`src/rtl/vehicle_sensor_pkg.sv`:
```
// Shared types and constants for the vehicle sensor front end: channel FSM
// states, loop channel indices, widths and the saturating count helper.
package vehicle_sensor_pkg;

   typedef enum logic [1:0] {
      IDLE     = 2'd0,
      RISE_CHK = 2'd1,
      PRESENT  = 2'd2,
      FALL_CHK = 2'd3
   } ch_state_e;

   localparam int A1 = 0;
   localparam int A2 = 1;
   localparam int B1 = 2;
   localparam int B2 = 3;

   localparam int COUNT_W    = 8;
   localparam int TICK_CNT_W = 16;
   localparam int STUCK_W    = 24;

   // Sum is formed one bit wider so 254 + 2 still clamps to 255.
   function automatic logic [COUNT_W-1:0] sat_add(input logic [COUNT_W-1:0] cnt,
                                                  input logic x, input logic y);
      logic [COUNT_W:0] sum;
      sum = {1'b0, cnt} + {{COUNT_W{1'b0}}, x} + {{COUNT_W{1'b0}}, y};
      return sum[COUNT_W] ? {COUNT_W{1'b1}} : sum[COUNT_W-1:0];
   endfunction

endpackage

```
`src/rtl/vehicle_sensor_frontend_if.sv`:
```
// Sensor-side bundle towards traffic_light_top: conditioned presence, arrival
// counts and stuck flags. The front end drives it (master), consumers read it (slave).
interface vehicle_sensor_frontend_if;
   import vehicle_sensor_pkg::*;

   logic               AS1;
   logic               AS2;
   logic               BS1;
   logic               BS2;
   logic [COUNT_W-1:0] a_count;
   logic [COUNT_W-1:0] b_count;
   logic [3:0]         fault;

   modport master (output AS1, AS2, BS1, BS2, a_count, b_count, fault);
   modport slave  (input  AS1, AS2, BS1, BS2, a_count, b_count, fault);
endinterface

```
`src/rtl/sensor_channel.sv`:
```
// One loop channel: 2-flop synchroniser, debounce/hold FSM and, with
// SENSOR_STUCK_DETECT_EN defined, a stuck-presence detector with fail-safe recall.
module sensor_channel
   import vehicle_sensor_pkg::*;
#(
   parameter int unsigned DEBOUNCE_TICKS = 20,
   parameter int unsigned HOLD_TICKS     = 500,
   parameter int unsigned STUCK_TICKS    = 60000
) (
   input  logic clk,
   input  logic rst_n,
   input  logic sync_in,
   input  logic tick,
   input  logic count_clr,
   output logic present,
   output logic arrive,
   output logic fault
);

   logic                  sync1_q, sync1_d, sync2_q, sync2_d;
   ch_state_e             state_q, state_d;
   logic [TICK_CNT_W-1:0] cnt_q, cnt_d;
   logic                  present_q, present_d;
   logic                  arrive_raw;
   logic                  fault_int;

   always_ff @(posedge clk or negedge rst_n) begin
      if (!rst_n) begin
         sync1_q   <= 1'b0;
         sync2_q   <= 1'b0;
         state_q   <= IDLE;
         cnt_q     <= '0;
         present_q <= 1'b0;
      end else begin
         sync1_q   <= sync1_d;
         sync2_q   <= sync2_d;
         state_q   <= state_d;
         cnt_q     <= cnt_d;
         present_q <= present_d;
      end
   end

   always_comb begin
      sync1_d    = sync_in;
      sync2_d    = sync1_q;
      state_d    = state_q;
      cnt_d      = cnt_q;
      arrive_raw = 1'b0;
      case (state_q)
         IDLE: begin
            if (sync2_q) begin
               state_d = RISE_CHK;
               cnt_d   = '0;
            end
         end
         RISE_CHK: begin
            if (!sync2_q) begin
               state_d = IDLE;
            end else if (tick) begin
               if (cnt_q == TICK_CNT_W'(DEBOUNCE_TICKS - 1)) begin
                  state_d    = PRESENT;
                  arrive_raw = 1'b1;
               end else begin
                  cnt_d = cnt_q + 1'b1;
               end
            end
         end
         PRESENT: begin
            if (!sync2_q) begin
               state_d = FALL_CHK;
               cnt_d   = '0;
            end
         end
         FALL_CHK: begin
            // A vehicle returning inside the hold window is the same demand, not a new arrival.
            if (sync2_q) begin
               state_d = PRESENT;
            end else if (tick) begin
               if (cnt_q == TICK_CNT_W'(HOLD_TICKS - 1)) begin
                  state_d = IDLE;
               end else begin
                  cnt_d = cnt_q + 1'b1;
               end
            end
         end
         default: state_d = IDLE;
      endcase
      present_d = (state_q == PRESENT) || (state_q == FALL_CHK) || fault_int;
   end

`ifdef SENSOR_STUCK_DETECT_EN
   logic [STUCK_W-1:0] stuck_q, stuck_d;
   logic               fault_q, fault_d;

   always_ff @(posedge clk or negedge rst_n) begin
      if (!rst_n) begin
         stuck_q <= '0;
         fault_q <= 1'b0;
      end else begin
         stuck_q <= stuck_d;
         fault_q <= fault_d;
      end
   end

   // Counter is held at zero outside PRESENT, so every entry restarts it.
   always_comb begin
      stuck_d = '0;
      if (state_q == PRESENT) begin
         stuck_d = stuck_q;
         if (tick && (stuck_q != STUCK_W'(STUCK_TICKS))) begin
            stuck_d = stuck_q + 1'b1;
         end
      end
      if (count_clr) begin
         fault_d = 1'b0;
      end else begin
         fault_d = fault_q || ((state_q == PRESENT) && (stuck_q == STUCK_W'(STUCK_TICKS)));
      end
   end

   assign fault_int = fault_q;
`else
   logic unused_stuck;
   assign unused_stuck = count_clr & (STUCK_TICKS == 0);
   assign fault_int    = 1'b0;
`endif

   assign present = present_q;
   assign arrive  = arrive_raw & ~fault_int;
   assign fault   = fault_int;

endmodule

```
`src/rtl/vehicle_sensor_frontend.sv`:
```
// Top of the loop-detector front end: shared tick prescaler, four channels and
// the saturating A/B arrival counters. Optional macro: SENSOR_STUCK_DETECT_EN.
module vehicle_sensor_frontend
   import vehicle_sensor_pkg::*;
#(
   parameter int unsigned TICK_DIV       = 50000,
   parameter int unsigned DEBOUNCE_TICKS = 20,
   parameter int unsigned HOLD_TICKS     = 500,
   parameter int unsigned STUCK_TICKS    = 60000
) (
   input  logic                       clk_50M,
   input  logic                       reset_btn_n,
   input  logic [3:0]                 loop_raw,
   input  logic                       count_clr,
   vehicle_sensor_frontend_if.master  sns
);

   localparam int PRESC_W = (TICK_DIV > 1) ? $clog2(TICK_DIV) : 1;

   logic [PRESC_W-1:0] presc_q, presc_d;
   logic               tick;
   logic [COUNT_W-1:0] a_count_q, a_count_d, b_count_q, b_count_d;
   logic [3:0]         present_vec, arrive_vec, fault_vec;

   always_ff @(posedge clk_50M or negedge reset_btn_n) begin
      if (!reset_btn_n) begin
         presc_q   <= '0;
         a_count_q <= '0;
         b_count_q <= '0;
      end else begin
         presc_q   <= presc_d;
         a_count_q <= a_count_d;
         b_count_q <= b_count_d;
      end
   end

   always_comb begin
      tick    = (presc_q == PRESC_W'(TICK_DIV - 1));
      presc_d = tick ? '0 : presc_q + 1'b1;
      // A clear wins over any arrival landing in the same cycle.
      if (count_clr) begin
         a_count_d = '0;
         b_count_d = '0;
      end else begin
         a_count_d = sat_add(a_count_q, arrive_vec[A1], arrive_vec[A2]);
         b_count_d = sat_add(b_count_q, arrive_vec[B1], arrive_vec[B2]);
      end
   end

   for (genvar i = 0; i < 4; i++) begin : g_ch
      sensor_channel #(
         .DEBOUNCE_TICKS (DEBOUNCE_TICKS),
         .HOLD_TICKS     (HOLD_TICKS),
         .STUCK_TICKS    (STUCK_TICKS)
      ) u_ch (
         .clk       (clk_50M),
         .rst_n     (reset_btn_n),
         .sync_in   (loop_raw[i]),
         .tick      (tick),
         .count_clr (count_clr),
         .present   (present_vec[i]),
         .arrive    (arrive_vec[i]),
         .fault     (fault_vec[i])
      );
   end

   assign sns.AS1     = present_vec[A1];
   assign sns.AS2     = present_vec[A2];
   assign sns.BS1     = present_vec[B1];
   assign sns.BS2     = present_vec[B2];
   assign sns.a_count = a_count_q;
   assign sns.b_count = b_count_q;
   assign sns.fault   = fault_vec;

endmodule

```
`src/flat_wrapper.sv`:
```
// flat-port wrapper written by rule: the top's interface ports become plain ports
module vehicle_sensor_frontend_flat import vehicle_sensor_pkg::*;
#(
   parameter int unsigned TICK_DIV       = 50000,
   parameter int unsigned DEBOUNCE_TICKS = 20,
   parameter int unsigned HOLD_TICKS     = 500,
   parameter int unsigned STUCK_TICKS    = 60000
)
  (clk_50M, reset_btn_n, loop_raw, count_clr, sns_AS1, sns_AS2, sns_BS1, sns_BS2, sns_a_count, sns_b_count, sns_fault);
  vehicle_sensor_frontend_if sns_i ();
  input  logic clk_50M;
  input  logic reset_btn_n;
  input  logic [3:0] loop_raw;
  input  logic count_clr;
  output wire logic [$bits(sns_i.AS1)-1:0] sns_AS1;
  output wire logic [$bits(sns_i.AS2)-1:0] sns_AS2;
  output wire logic [$bits(sns_i.BS1)-1:0] sns_BS1;
  output wire logic [$bits(sns_i.BS2)-1:0] sns_BS2;
  output wire logic [$bits(sns_i.a_count)-1:0] sns_a_count;
  output wire logic [$bits(sns_i.b_count)-1:0] sns_b_count;
  output wire logic [$bits(sns_i.fault)-1:0] sns_fault;
  assign sns_AS1 = sns_i.AS1;
  assign sns_AS2 = sns_i.AS2;
  assign sns_BS1 = sns_i.BS1;
  assign sns_BS2 = sns_i.BS2;
  assign sns_a_count = sns_i.a_count;
  assign sns_b_count = sns_i.b_count;
  assign sns_fault = sns_i.fault;
  vehicle_sensor_frontend #(.TICK_DIV(TICK_DIV), .DEBOUNCE_TICKS(DEBOUNCE_TICKS), .HOLD_TICKS(HOLD_TICKS), .STUCK_TICKS(STUCK_TICKS)) u_core (.clk_50M(clk_50M), .reset_btn_n(reset_btn_n), .loop_raw(loop_raw), .count_clr(count_clr), .sns(sns_i));
endmodule
```
`config.mk`:
```
export PLATFORM = sky130hd
export DESIGN_NAME = vehicle_sensor_frontend_flat
export DESIGN_NICKNAME = d
export VERILOG_FILES = /design/src/rtl/vehicle_sensor_pkg.sv /design/src/rtl/vehicle_sensor_frontend_if.sv /design/src/rtl/sensor_channel.sv /design/src/rtl/vehicle_sensor_frontend.sv /design/src/flat_wrapper.sv
export SDC_FILE = /design/constraint.sdc
export NUM_CORES = 1
export LEC_CHECK = 0
export CORE_ASPECT_RATIO = 1.2
export CORE_MARGIN = 10
export CORE_UTILIZATION = 55
export DETAILED_ROUTE_END_ITERATION = 10
export HOLD_SLACK_MARGIN = 0.15
export MAX_ROUTING_LAYER = met4
export PLACE_DENSITY_LB_ADDON = 0.05
export SLEW_MARGIN = 20
export SYNTH_ARGS = -nofsm -noshare
export SYNTH_HDL_FRONTEND = slang
export SYNTH_SLANG_ARGS = --single-unit
```
`constraint.sdc`:
```
create_clock -name clk_50M -period 3.2 [get_ports clk_50M]
set_clock_uncertainty 0.1 [all_clocks]
set_input_delay 0.8 -clock clk_50M [delete_from_list [all_inputs] [get_ports clk_50M]]
set_output_delay 0.8 -clock clk_50M [all_outputs]
set_load 0.02 [all_outputs]
```
# Word-level counts from Yosys, hierarchy flattened
# Cells that the tools add are included.
[word_totals] regBits=116 latch_bits=0 ramBits=0 romBits=0 inputBits=7 output_inout_bits=24 word_cells=210 n_memories=0
[classes] n_addsub=9 n_mul=0 div_mod_pow=0 magnitude_cmp=0 eq_ne=69 shifts=0 mux=93 bitwise=0 n_reduce_logical=16
[ops] cell="$mux W16" n=33
[ops] cell="$pmux W16 S4" n=4
[ops] cell="$add A16 B1 Y16 const B" n=5
[ops] cell="$eq A16 B5 Y1 const B" n=4
[ops] cell="$eq A16 B9 Y1 const B" n=4
[ops] cell="$mux W2" n=32
[ops] cell="$ne A2 B2 Y1 const B" n=26
[ops] cell="$mux W8" n=4
[ops] cell="$pmux W2 S4" n=4
[ops] cell="$reduce_and A8 Y1" n=4
[ops] cell="$ne A3 B3 Y1 const B" n=10
[ops] cell="$reduce_and A6 Y1" n=4
[ops] cell="$add A8 B1 Y9" n=2
[ops] cell="$add A9 B1 Y9" n=2
[ops] cell="$ne A3 B2 Y1 const B" n=6
[ops] cell="$eq A16 B16 Y1 const B" n=1
[ops] cell="$eq A2 B2 Y1 const B" n=8
[ops] cell="$mux W1" n=16
[ops] cell="$ne A2 B1 Y1 const B" n=6
[ops] cell="$eq A2 B1 Y1 const B" n=4
[ops] cell="$logic_not A2 Y1" n=4
[ops] cell="$logic_or A1 B1 Y1" n=4

# Longest topological paths before layout
# Gate-level depths: netlist of the first run.
[logic_depth] depth_word=9 depth_mapped=15 mapped_depth_nobuf=11

# Hierarchy
# A second synthesis of the first run with hierarchy kept.
[hier_totals] hier_cells=692 area_unflattened_um2=6560.0
[by_module_without_submodules] mod="sensor_channel at u_core.g_ch[1].u_ch ..." instances=3 cells_each=136 area_each_um2=1251.2 seq_area_each_um2=525.5
[by_module_without_submodules] mod="vehicle_sensor_frontend" instances=1 cells_each=144 area_each_um2=1527.7 seq_area_each_um2=800.8
[by_module_without_submodules] mod="sensor_channel at u_core.g_ch[0].u_ch" instances=1 cells_each=140 area_each_um2=1278.7 seq_area_each_um2=525.5

# Worst setup path before layout of the first run
# Ideal clock, no wire load.
[synth_path] path_kind="reg2reg" startpoint="register u_core.presc_q[0]" endpoint="register u_core.b_count_q[0], in the netlist u_core.sns.b_count[0]" setup_ps=79 arrival_time_ps=3039 t_required_ps=3021 slack_ps=-19 path_stages_with_launch=16 n_path_buf=5 period_less_slack_ps=3219 cell_sequence="dfrtp_1 -> ha_1 -> and3_1 -> buf_2 -> and4_1 -> buf_2 -> buf_4 -> buf_2 -> buf_2 -> nand4_1 -> fa_1 -> inv_1 -> ha_1 -> and4_1 -> nand4_1 -> a21oi_1"
[synth_via] elab_chain_len=8 elab_cells_between_ends=11 cone_classes="add/sub: 2; eq/ne: 1; mux: 8"
[synth_rtl] element="start, declared" line="vehicle_sensor_frontend.sv:20" text="logic [PRESC_W-1:0] presc_q, presc_d;"
[synth_rtl] element="start signal, assigned" line="vehicle_sensor_frontend.sv:31" text="presc_q <= presc_d;"
[synth_rtl] element="$eq A16 B16 Y1 (*)" line="vehicle_sensor_frontend.sv:38" text="tick = (presc_q == PRESC_W'(TICK_DIV - 1));"
[synth_rtl] element="$mux W1" line="sensor_channel.sv:59" text="end else if (tick) begin"
[synth_rtl] element="$mux W1" line="sensor_channel.sv:57" text="if (!sync2_q) begin"
[synth_rtl] element="$mux W1" line="sensor_channel.sv:49" text="case (state_q)"
[synth_rtl] element="$add A8 B1 Y9" line="vehicle_sensor_pkg.sv:25" text="sum = {1'b0, cnt} + {{COUNT_W{1'b0}}, x} + {{COUNT_W{1'b0}}, y};"
[synth_rtl] element="$add A9 B1 Y9 (*)" line="vehicle_sensor_pkg.sv:25"
[synth_rtl] element="$mux W8 (*)" line="vehicle_sensor_pkg.sv:26" text="return sum[COUNT_W] ? {COUNT_W{1'b1}} : sum[COUNT_W-1:0];"
[synth_rtl] element="$mux W8 (*)" line="vehicle_sensor_frontend.sv:41" text="if (count_clr) begin"
[synth_rtl] element="net u_core.b_count_d[0]" line="vehicle_sensor_frontend.sv:22" text="logic [COUNT_W-1:0] a_count_q, a_count_d, b_count_q, b_count_d;"
[synth_rtl] element="end signal, assigned" line="vehicle_sensor_frontend.sv:33" text="b_count_q <= b_count_d;"
[synth_rtl] element="end, declared" line="vehicle_sensor_frontend.sv:22"
# Mark *: on every way through the listed nets, which the timed path passes. The rest lies on a longest branch.
# A chain may end at the register's enable or synchronous reset.

# Worst setup path in the final report of the first run
[layout_path] startpoint="register u_core.g_ch[3].u_ch.cnt_q[6]" endpoint="register u_core.b_count_q[5], in the netlist u_core.sns.b_count[5]"
[layout_via] elab_chain_len=8
[layout_rtl] element="start, declared" line="sensor_channel.sv:22" text="logic [TICK_CNT_W-1:0] cnt_q, cnt_d;"
[layout_rtl] element="start signal, assigned" line="sensor_channel.sv:38" text="cnt_q <= cnt_d;"
[layout_rtl] element="$eq A16 B5 Y1" line="sensor_channel.sv:60" text="if (cnt_q == TICK_CNT_W'(DEBOUNCE_TICKS - 1)) begin"
[layout_rtl] element="$mux W1" line="sensor_channel.sv:60"
[layout_rtl] element="$mux W1" line="sensor_channel.sv:59"
[layout_rtl] element="$mux W1" line="sensor_channel.sv:57"
[layout_rtl] element="$mux W1" line="sensor_channel.sv:49"
[layout_rtl] element="$add A9 B1 Y9" line="vehicle_sensor_pkg.sv:25"
[layout_rtl] element="$mux W8" line="vehicle_sensor_pkg.sv:26"
[layout_rtl] element="$mux W8" line="vehicle_sensor_frontend.sv:41"
[layout_rtl] element="net u_core.b_count_d[5]" line="vehicle_sensor_frontend.sv:22"
# The timed path passes the listed nets, and every way through them passes these cells.

==> results of run 1 <==
==> flip-flops by register name, summed over array words and instances, names as in the netlist, named ones only <==
| signal | cells |
|---|---|
| u_core.g_ch.u_ch.sync2_q | 4 |
| u_core.g_ch.u_ch.present | 4 |
| u_core.sns.b_count | 8 |
| u_core.presc_q | 16 |
| u_core.sns.a_count | 8 |
| u_core.g_ch.u_ch.sync1_q | 4 |
| u_core.g_ch.u_ch.cnt_q | 64 |
| u_core.g_ch.u_ch.state_q | 4 |
==> per-layer routing <==
metal	routed length (um)	vias to the layer above	global-route usage, %
li1	-	2526	-
met1	6080	2552	20.1
met2	7280	96	30.0
met3	548	21	4.83
met4	253	0	7.02
met5	0	-	-
==> power groups by stage <==
stage          Combinational [mW]  Clock [mW]  Sequential (mW)
6_report                    0.153        1.91             1.52
2_1_floorplan              0.0982           0             1.53
3_3_place_gp                0.149           0             1.54
5_1_grt                     0.173        2.01             1.52
3_5_place_dp                0.154           0             1.54
4_1_cts                     0.155        1.94             1.51
==> worst min path at each step <==
| stage | startpoint | to | depth (start not counted) |
|---|---|---|---|
| after global routing | u_core.g_ch[2].u_ch.sync1_q | u_core.g_ch[2].u_ch.sync2_q | 0 |
| after global placement | u_core.g_ch[2].u_ch.sync1_q | u_core.g_ch[2].u_ch.sync2_q | 0 |
| after CTS | u_core.g_ch[2].u_ch.sync1_q | u_core.g_ch[2].u_ch.sync2_q | 0 |
| after floorplan | u_core.g_ch[0].u_ch.sync1_q | u_core.g_ch[0].u_ch.sync2_q | 0 |
| after detailed placement | u_core.g_ch[2].u_ch.sync1_q | u_core.g_ch[2].u_ch.sync2_q | 0 |
| final | reset_btn_n | u_core.g_ch[1].u_ch.cnt_q[11] | 1 |
==> kinds of logic after synthesis <==
group,Yosys count,synth area share [%]
xor+xnor,33,4.55
mux,5,0.808
buf+inv,59,4.51
other cells,1,0.0591
simple gates,301,26.9
flops,116,45.7
fa+ha+maj,9,2.01
compound gates,135,15.5
==> layout by cell type (no fill, tap or decap), types with 7 or more instances in the layout <==
cell / instances
and2_1: 16
nor3_1: 15
nand3_1: 32
dfrtp_1: 116
or3_1: 16
xnor2_1: 23
o21ai_0: 18
nand2b_1: 12
nor4_1: 13
or2_2: 7
xor2_1: 10
buf_4: 24
nand4_1: 35
nor2_1: 48
clkdlybuf4s50_1: 25
and3_1: 10
nand2_1: 45
and4_1: 13
clkbuf_16: 17
a21oi_1: 39
a31oi_1: 9
inv_1: 20
==> worst register-to-register path, stage by stage (launching register included) <==
cell and delay, ns:
dfrtp_1 0.41, or4b_2 0.67, nor2_2 0.12, and3_4 0.21, nand3b_1 0.13, fa_2 0.37
inv_1 0.08, ha_2 0.21, and4_4 0.26, nand4_1 0.09, buf_4 0.18, a21oi_1 0.14
==> through the flow <==
step	setup TNS, ns	area (sq um)	worst slack (ns)	total power [mW]	hold WS [ns]
finish	0	7430	0.139	3.58	0.248
global route	-0.0286	7430	-0.0171	3.71	0.253
CTS	0	7370	0.00865	3.61	0.248
detailed placement	-0.00639	6770	-0.00627	1.69	0.236
global placement	0	6770	0.0997	1.69	0.236
floorplan	0	6360	0.0200	1.63	0.231
==> timing repair <==
item                                    in CTS  in global routing
resized for setup                            3                  9
buffers inserted                             0                  3
pin swaps                                    2                  5
endpoints found under the setup margin       6                 16
==> area by class of cell <==
cell class | count | area (sq um)
fill | 943 | 3710
inverter | 20 | 75.1
clock buffer | 22 | 464
timing repair buffer | 50 | 450
multi-input combinational | 487 | 3220
sequential | 116 | 2900
tap | 154 | 193
clock inverter | 10 | 130
==> reports/metrics.cfg, run 1 <==
[status]
status = finished, final reports clean

[logic_synthesis]
synth_cell_types = 68
synthMostInstantiatedCell = dfrtp_1
synth_common_cells = dfrtp_1, nor2_1, nand2_1
synth_flop_cell = dfrtp_1
synth_top_area_share_pct = 45.7
synth_area_sq_um = 6350
ys_seq_elements = 116
ys_seq_area_share_pct = 45.7
syn_area_per_cell_sq_um = 9.64
syn_inst = 659
synth.area.top_cells = dfrtp_1, nand4_1, a21oi_1, xnor2_1, nor2_1
synth_edf_count = 0
synthArstFlopShare_pct = 100
synth_warnings = 0
synth.largest_area_cell = dfrtp_1

[route]
antenna_left = 0
viasPerCell = 6.05
drt-pass1-iter-count = 4
first_iter_violations = 360
routed_wirelength_um = 14200
wl_per_cell_um = 16.5
vias = 5195
remaining_drc_errors = 0

[floorplanning]
die_h_um = 138
start_util_pct = 57.0
rows = 42
die_area_sq_um = 16300
fp.dieW_um = 118
ios = 31
core_area_sq_um = 11100

[clock_network]
cts_buffers = 17
clk_path_buf_depth = 2
root_buffer = clkbuf_16
postCtsHoldBufs = 0
path_clk_slew_ns = 0.05
htree_levels = 4
clock_latency_ns = 0.42
cts_tree = yes
cts.sinks = 116

[worst_setup_path]
r2r-start = u_core.g_ch[3].u_ch.cnt_q[6]
cpMaxStageDelayCell = or4b_2
r2r_setup_slack_ns = 0.14
critPathKind = reg2reg
worstPathMaxFanout = 6
cp-end-kind = register
endpoint = u_core.sns.b_count[5]
crit_start = u_core.g_ch[3].u_ch.cnt_q[6]
crit_arrival_ns = 3.28
path_buf_inv = 2
critPathLaunchType = register
cp.required_ns = 3.42
rr_endpoint = u_core.sns.b_count[5]
rr_worst_depth = 11
crit_chain = or4b_2 > nor2_2 > and3_4 > nand3b_1 > fa_2 > inv_1 > ha_2 > and4_4 > nand4_1 > buf_4 > a21oi_1
critPathMaxStageDelay_ns = 0.67
crit_cells = 11
cp_top_family = simple AND/OR/NAND/NOR gates

[sta]
setup_violations = 0
rsz0062_at_grt = yes
slew_headroom_pct = 32.1
drv_slew = 0
finalHoldViolations = 0
min_period_over_period_pct = 95.7
final.min_clock_period_ns = 3.06
tightest_slew_ns = 1.01
fmax_mhz = 327

[cells_and_area]
antennaDiodeCount = 0
final_util_pct = 66.7
nets = 708
layout.cells.non_filler = 859
drive_gt1_share_pct = 13.8
area_growth_syn_to_layout_pct = 17.1

[power_and_ir_drop]
power_frac_seq_pct = 42.3
switchingPower_mw = 0.788
internal_power_mw = 2.80
p_leak_nw = 3.12
p_sw_share_pct = 22.0
pwr-share-clk_pct = 53.4
pwr-share-comb_pct = 4.3
irDropWorstVdd_mv = 0.442
powerDensity_nw_per_um2 = 482

[grt]
grtUsageTotal_pct = 17.9
antenna_found_initial = 0
overflow = 0
grt_pass1_vias = 4971
grt_pass1_wl_um = 23300
grt_max_degree = 57

[place]
dp.cells = 824
hpwl_um = 9400
place_congestion = 0.914
port_buffers = 26

[min_path]
hp-class = in2async

[run]
drv_cap = 0

No activity file was read; power rests on OpenSTA's default activity.
==> run 2, diff against run 1 <==
--- a/config.mk
+++ b/config.mk
@@ -8,6 +8,7 @@
 export CORE_ASPECT_RATIO = 1.2
 export CORE_MARGIN = 10
 export CORE_UTILIZATION = 55
+export CTS_CLUSTER_SIZE = 25
 export DETAILED_ROUTE_END_ITERATION = 10
 export HOLD_SLACK_MARGIN = 0.15
 export MAX_ROUTING_LAYER = met4
@@ -16,3 +17,4 @@
 export SYNTH_ARGS = -nofsm -noshare
 export SYNTH_HDL_FRONTEND = slang
 export SYNTH_SLANG_ARGS = --single-unit
+export TNS_END_PERCENT = 1
==> run 2 against run 1 <==
Via count fell by 0.23%. Count of clock-buffer cells in the layout did not move. Worst setup slack got worse by 0.0016 ns. Non-clock buffer count did not move. Cell area did not move. Routed wire length barely moved. Cell count did not move. Critical path depth did not move. Hold slack barely moved. Clock power barely moved. Critical endpoint unchanged. Largest cell class unchanged. Largest power group unchanged.
==> reports/metrics.cfg, run 2 (synthesis gave the netlist of run 1 again) <==
[status]
status = finished, final reports clean

[cells_and_area]
layout.cells.non_filler = 859  ; unchanged
nets = 708  ; unchanged
largestRegisters = u_core.g_ch.u_ch.cnt_q: 64 flops, u_core.presc_q: 16 flops
drive_gt1_share_pct = 13.8  ; unchanged
final_util_pct = 66.7  ; unchanged
final_common_cell = dfrtp_1
stdcell_area_sq_um = 7430  ; unchanged
antennaDiodeCount = 0  ; unchanged
area_growth_syn_to_layout_pct = 17.1  ; unchanged
layout_common_cells = dfrtp_1, nor2_1, nand2_1
largest_register_ffs = 64  ; unchanged
regMostFlops = u_core.g_ch.u_ch.cnt_q

[sta]
tightest_slew_ns = 1.01  ; -0.00177 ns
fmax_mhz = 327  ; about the same
slew_headroom_pct = 32.2  ; +0.12 points
finalHoldViolations = 0  ; unchanged
final.min_clock_period_ns = 3.06  ; +0.00156 ns
rsz0062_at_grt = yes
drv_slew = 0  ; unchanged
min_period_over_period_pct = 95.7  ; about the same
hold_slack_ns = 0.248  ; +0.0000990 ns
worst_slack_ns = 0.137  ; -0.00156 ns
setup_violations = 0  ; unchanged
finalSetupTns_ns = 0  ; unchanged

[clock_network]
cts_tree = yes
postCtsHoldBufs = 0  ; unchanged
cts.sinks = 116  ; unchanged
clk_path_buf_depth = 2  ; unchanged
path_clk_slew_ns = 0.05  ; about the same
root_buffer = clkbuf_16
clock_latency_ns = 0.42  ; about the same
htree_levels = 4  ; unchanged
cts_buffers = 17  ; unchanged

[run]
drv_cap = 0  ; unchanged

[worst_setup_path]
worstPathMaxFanout = 6  ; unchanged
r2r_setup_slack_ns = 0.14  ; about the same
critPathKind = reg2reg
cp.required_ns = 3.42  ; about the same
rr_endpoint = u_core.sns.b_count[5]
critPathLaunchType = register
r2r-start = u_core.g_ch[3].u_ch.cnt_q[6]
rr_worst_depth = 11  ; unchanged
cp-end-kind = register
crit_arrival_ns = 3.28  ; about the same

[grt]
antenna_found_initial = 0  ; unchanged
grt_pass1_wl_um = 23300  ; unchanged
grtUsageTotal_pct = 17.9  ; unchanged
overflow = 0  ; unchanged
grt_max_degree = 57  ; unchanged
grt_pass1_vias = 4971  ; unchanged

[power_and_ir_drop]
p_leak_nw = 3.12  ; unchanged
powerDensity_nw_per_um2 = 483  ; about the same
pwr-share-comb_pct = 4.3  ; about the same
p_sw_share_pct = 22.1  ; +0.069 points
pwr-share-clk_pct = 53.5  ; about the same
power.total_mw = 3.59  ; about the same
power_frac_seq_pct = 42.3  ; about the same
irDropWorstVdd_mv = 0.442  ; about the same
internal_power_mw = 2.80  ; about the same
switchingPower_mw = 0.791  ; +0.40%

[route]
antenna_left = 0  ; unchanged
remaining_drc_errors = 0  ; unchanged
drt-pass1-iter-count = 4  ; unchanged
viasPerCell = 6.03  ; -0.23%
vias = 5183  ; -0.23%
routed_wirelength_um = 14200  ; about the same
first_iter_violations = 340  ; -5.6%
wl_per_cell_um = 16.5  ; about the same

[floorplanning]
die_h_um = 138  ; unchanged
fp.dieW_um = 118  ; unchanged
die_area_sq_um = 16300  ; unchanged
rows = 42  ; unchanged
ios = 31  ; unchanged
start_util_pct = 57.0  ; unchanged
core_area_sq_um = 11100  ; unchanged

[place]
dp_slack_ns = -0.00627  ; unchanged
port_buffers = 26  ; unchanged
place_congestion = 0.914  ; unchanged
dp.cells = 824  ; unchanged
place_area_sq_um = 6770  ; unchanged
hpwl_um = 9400  ; unchanged

[min_path]
hp-class = in2async

-- run 2: power groups by stage --
stage                     logic (mW)  registers (mW)  clock network [mW]
after CTS                      0.155            1.51                1.94
after detailed placement       0.154            1.54                   0
after global placement         0.149            1.54                   0
final                          0.153            1.52                1.92
after floorplan               0.0982            1.53                   0
after global routing           0.173            1.52                2.01
-- run 2: critical path, cell delays in order, from the launching register on --
cell      delay [ns]
dfrtp_1         0.41
or4b_2          0.67
nor2_2          0.12
and3_4          0.21
nand3b_1        0.13
fa_2            0.37
inv_1           0.08
ha_2            0.21
and4_4          0.26
nand4_1         0.09
buf_4           0.18
a21oi_1         0.14
-- run 2: final cells by class --
| cell class | instances | area [sq um] |
|---|---|---|
| multi-input combinational | 487 | 3220 |
| clock inverter | 10 | 130 |
| fill | 943 | 3710 |
| tap | 154 | 193 |
| clock buffer | 22 | 464 |
| sequential | 116 | 2900 |
| timing repair buffer | 50 | 450 |
| inverter | 20 | 75.1 |
-- run 2: how the worst max path moves through the flow --
stage | end | depth (start not counted) | slack (ns) | from
after floorplan | u_core.sns.b_count[0] | 15 | 0.02 | u_core.presc_q[0]
after global placement | u_core.sns.b_count[0] | 10 | 0.1 | u_core.g_ch[3].u_ch.cnt_q[6]
after detailed placement | u_core.sns.b_count[0] | 10 | -0.006 | u_core.g_ch[3].u_ch.cnt_q[6]
after CTS | u_core.sns.b_count[0] | 10 | 0.009 | u_core.g_ch[3].u_ch.cnt_q[6]
after global routing | u_core.sns.a_count[2] | 11 | -0.02 | u_core.g_ch[1].u_ch.cnt_q[0]
final | u_core.sns.b_count[5] | 11 | 0.14 | u_core.g_ch[3].u_ch.cnt_q[6]
-- run 2: layer usage --
layer / global-route usage (%) / wire length (um) / up-vias
li1: - / - / 2527
met5: - / 0 / -
met1: 20.1 / 6070 / 2553
met2: 30.0 / 7250 / 82
met3: 4.83 / 572 / 21
met4: 7.02 / 253 / 0
-- run 2: repair_timing --
action / 4_1_cts / 5_1_grt
pin swaps: 2 / 4
gates resized for setup: 3 / 9
setup endpoints to repair: 6 / 16
buffers inserted: 0 / 3
==> run 3, diff against run 2 <==
--- a/config.mk
+++ b/config.mk
@@ -5,9 +5,9 @@
 export SDC_FILE = /design/constraint.sdc
 export NUM_CORES = 1
 export LEC_CHECK = 0
-export CORE_ASPECT_RATIO = 1.2
+export ABC_AREA = 1
 export CORE_MARGIN = 10
-export CORE_UTILIZATION = 55
+export CORE_UTILIZATION = 56
 export CTS_CLUSTER_SIZE = 25
 export DETAILED_ROUTE_END_ITERATION = 10
 export HOLD_SLACK_MARGIN = 0.15
==> run 3 against run 2 <==
Count of clock-buffer cells in the layout decreased by 5. Combinational power grew to 7.5 times the previous value. Cell count rose by 42%. Highest routed layer unchanged. First-iteration DRC count grew 0.59%. Cell area up 11%.
==> reports/metrics.cfg, run 3 <==
[cells_and_area]
final_common_cell = nand2_1
stdcell_area_sq_um = 8260  ; +11%
drive_gt1_share_pct = 9.57  ; -4.2 points
nets = 1048  ; +48%
regMostFlops = u_core.g_ch.u_ch.cnt_q
largestRegisters = u_core.g_ch.u_ch.cnt_q: 64 flops, u_core.presc_q: 16 flops
layout.cells.non_filler = 1217  ; +42%
final_util_pct = 65.4  ; -1.3 points
antennaDiodeCount = 0  ; unchanged
area_growth_syn_to_layout_pct = 14.9
layout_common_cells = nand2_1, nor2_1, dfrtp_1
largest_register_ffs = 64  ; unchanged

[floorplanning]
die_h_um = 133  ; -3.2%
start_util_pct = 57.0  ; about the same
ios = 31  ; unchanged
fp.dieW_um = 133  ; +13%
die_area_sq_um = 17800  ; +9.3%
core_area_sq_um = 12600  ; +13%
rows = 41  ; -2.4%

[route]
first_iter_violations = 342  ; +0.59%
routed_wirelength_um = 15200  ; +7.7%
vias = 6141  ; +18%
viasPerCell = 5.05  ; -16%
remaining_drc_errors = 0  ; unchanged
antenna_left = 0  ; unchanged
drt-pass1-iter-count = 5  ; +1
wl_per_cell_um = 12.5  ; -24%

[worst_setup_path]
r2r_setup_slack_ns = 0.35  ; +0.21 ns
cp.required_ns = 3.47  ; +0.05 ns
crit_chain = ha_1 > nand3_2 > inv_1 > nand2_1 > nor2_4 > nand4_1 > fa_1 > inv_1 > ha_1 > nand3_1 > nor3_2 > nand3_2 > o21ai_0 > nand2_1 > inv_1
critPathMaxStageDelay_ns = 0.41  ; -0.26 ns
path_buf_inv = 3  ; +1
critPathLaunchType = register
cp-end-kind = register
cpMaxStageDelayCell = fa_1
rr_worst_depth = 15  ; +4
crit_start = u_core.presc_q[0]
crit_cells = 15  ; +4
rr_endpoint = u_core.sns.a_count[5]
crit_arrival_ns = 3.12  ; -0.16 ns
worst_path_most_repeated_cell = inv_1
r2r-start = u_core.presc_q[0]
endpoint = u_core.sns.a_count[5]
worstPathMaxFanout = 7  ; +1
cp_top_family = simple AND/OR/NAND/NOR gates
critPathKind = reg2reg

[clock_network]
clock_latency_ns = 0.43  ; about the same
path_clk_slew_ns = 0.06  ; about the same
clk_path_buf_depth = 2  ; unchanged
postCtsHoldBufs = 0  ; unchanged
root_buffer = clkbuf_16
htree_levels = 4  ; unchanged
cts_tree = yes
cts.sinks = 116  ; unchanged
post-cts-setup-buffers = 0  ; unchanged
cts_buffers = 17  ; unchanged

[sta]
fmax_mhz = 350  ; +7.3%
finalHoldViolations = 0  ; unchanged
min_period_over_period_pct = 89.2  ; -6.5 points
worst_slack_ns = 0.346  ; +0.208 ns
rsz0062_at_grt = no
final.min_clock_period_ns = 2.85  ; -0.208 ns
slew_headroom_pct = 57.2  ; +25 points
drv_slew = 0  ; unchanged
setup_violations = 0  ; unchanged
tightest_slew_ns = 0.642  ; -0.371 ns
hold_slack_ns = 0.248  ; -0.0000960 ns
finalSetupTns_ns = 0  ; unchanged

[logic_synthesis]
synth_warnings = 0  ; unchanged
synth_cell_types = 38  ; -44%
synth.area.top_cells = dfrtp_1, nand2_1, nor2_1, nand3_1, inv_1
syn_inst = 1005  ; +53%
synth_flop_cell = dfrtp_1
synth_top_area_share_pct = 40.4  ; -5.3 points
synth_edf_count = 0  ; unchanged
synthArstFlopShare_pct = 100  ; unchanged
synth.largest_area_cell = dfrtp_1
synth_common_cells = nand2_1, nor2_1, dfrtp_1
ys_seq_area_share_pct = 40.4  ; -5.3 points
synth_area_sq_um = 7190  ; +13%
syn_area_per_cell_sq_um = 7.15  ; -26%
synthMostInstantiatedCell = nand2_1
ys_seq_elements = 116  ; unchanged

[power_and_ir_drop]
p_leak_nw = 3.78  ; +21%
irDropWorstVdd_mv = 0.509  ; +15%
powerDensity_nw_per_um2 = 616  ; +28%
power.total_mw = 5.08  ; +42%

[grt]
antenna_found_initial = 0  ; unchanged
overflow = 0  ; unchanged
grt_max_degree = 47  ; -18%
grtUsageTotal_pct = 18.3  ; +0.45 points
grt_pass1_wl_um = 26700  ; +14%
grt_pass1_vias = 5881  ; +18%

[place]
place_congestion = 0.926  ; +1.4%
dp.cells = 1185  ; +44%
port_buffers = 26  ; unchanged
place_area_sq_um = 7560  ; +12%
hpwl_um = 10600  ; +13%
dp_slack_ns = 0.113  ; +0.119 ns

[run]
drv_cap = 0  ; unchanged

[min_path]
min_path_cells = 0
hp-class = reg2reg

[status]
status = finished, final reports clean

[run 3: power breakdown]
group	internal [mW]	switching, mW	total (mW)
clock	1.47	0.732	2.20
combinational	0.343	0.809	1.15
sequential	1.60	0.135	1.74
total	3.41	1.68	5.08
[run 3: kinds of logic (layout without fill, tap and decap cells)]
group	after synthesis	after routing	synth area share, %
and+or+nand+nor	609	609	36.8
buffers and inverters	148	185	9.03
DFF	116	116	40.4
AOI/OAI and AO/OA	81	81	6.96
xor gates and xnor gates	41	41	4.99
adders and majority gates	9	9	1.77
other	1	4	0.0522
[run 3: timing repair]
item	in CTS	in global routing
setup endpoints to repair	0	14
hold endpoints to repair	0	0
resized for setup	0	5
[run 3: routing by layer]
metal / GRT usage [%] / wire length [um]
met1: 21.4 / 7090
met2: 30.2 / 7440
met3: 4.06 / 462
met4: 7.19 / 258
met5: - / 0
[run 3: area by class of cell]
cell class | instances | area [sq um]
fill | 1156 | 4360
sequential | 116 | 2900
tap | 172 | 215
clock buffer | 17 | 425
inverter | 119 | 447
clock inverter | 15 | 251
timing repair buffer | 34 | 343
multi-input combinational | 744 | 3670
[run 3: worst min-delay path by stage]
stage                                startpoint                           to  slack, ns
global placement    u_core.g_ch[0].u_ch.sync1_q  u_core.g_ch[0].u_ch.sync2_q       0.23
CTS                 u_core.g_ch[2].u_ch.sync1_q  u_core.g_ch[2].u_ch.sync2_q       0.25
finish              u_core.g_ch[2].u_ch.sync1_q  u_core.g_ch[2].u_ch.sync2_q       0.25
global route        u_core.g_ch[2].u_ch.sync1_q  u_core.g_ch[2].u_ch.sync2_q       0.25
detailed placement  u_core.g_ch[2].u_ch.sync1_q  u_core.g_ch[2].u_ch.sync2_q       0.24
floorplan           u_core.g_ch[0].u_ch.sync1_q  u_core.g_ch[0].u_ch.sync2_q       0.23
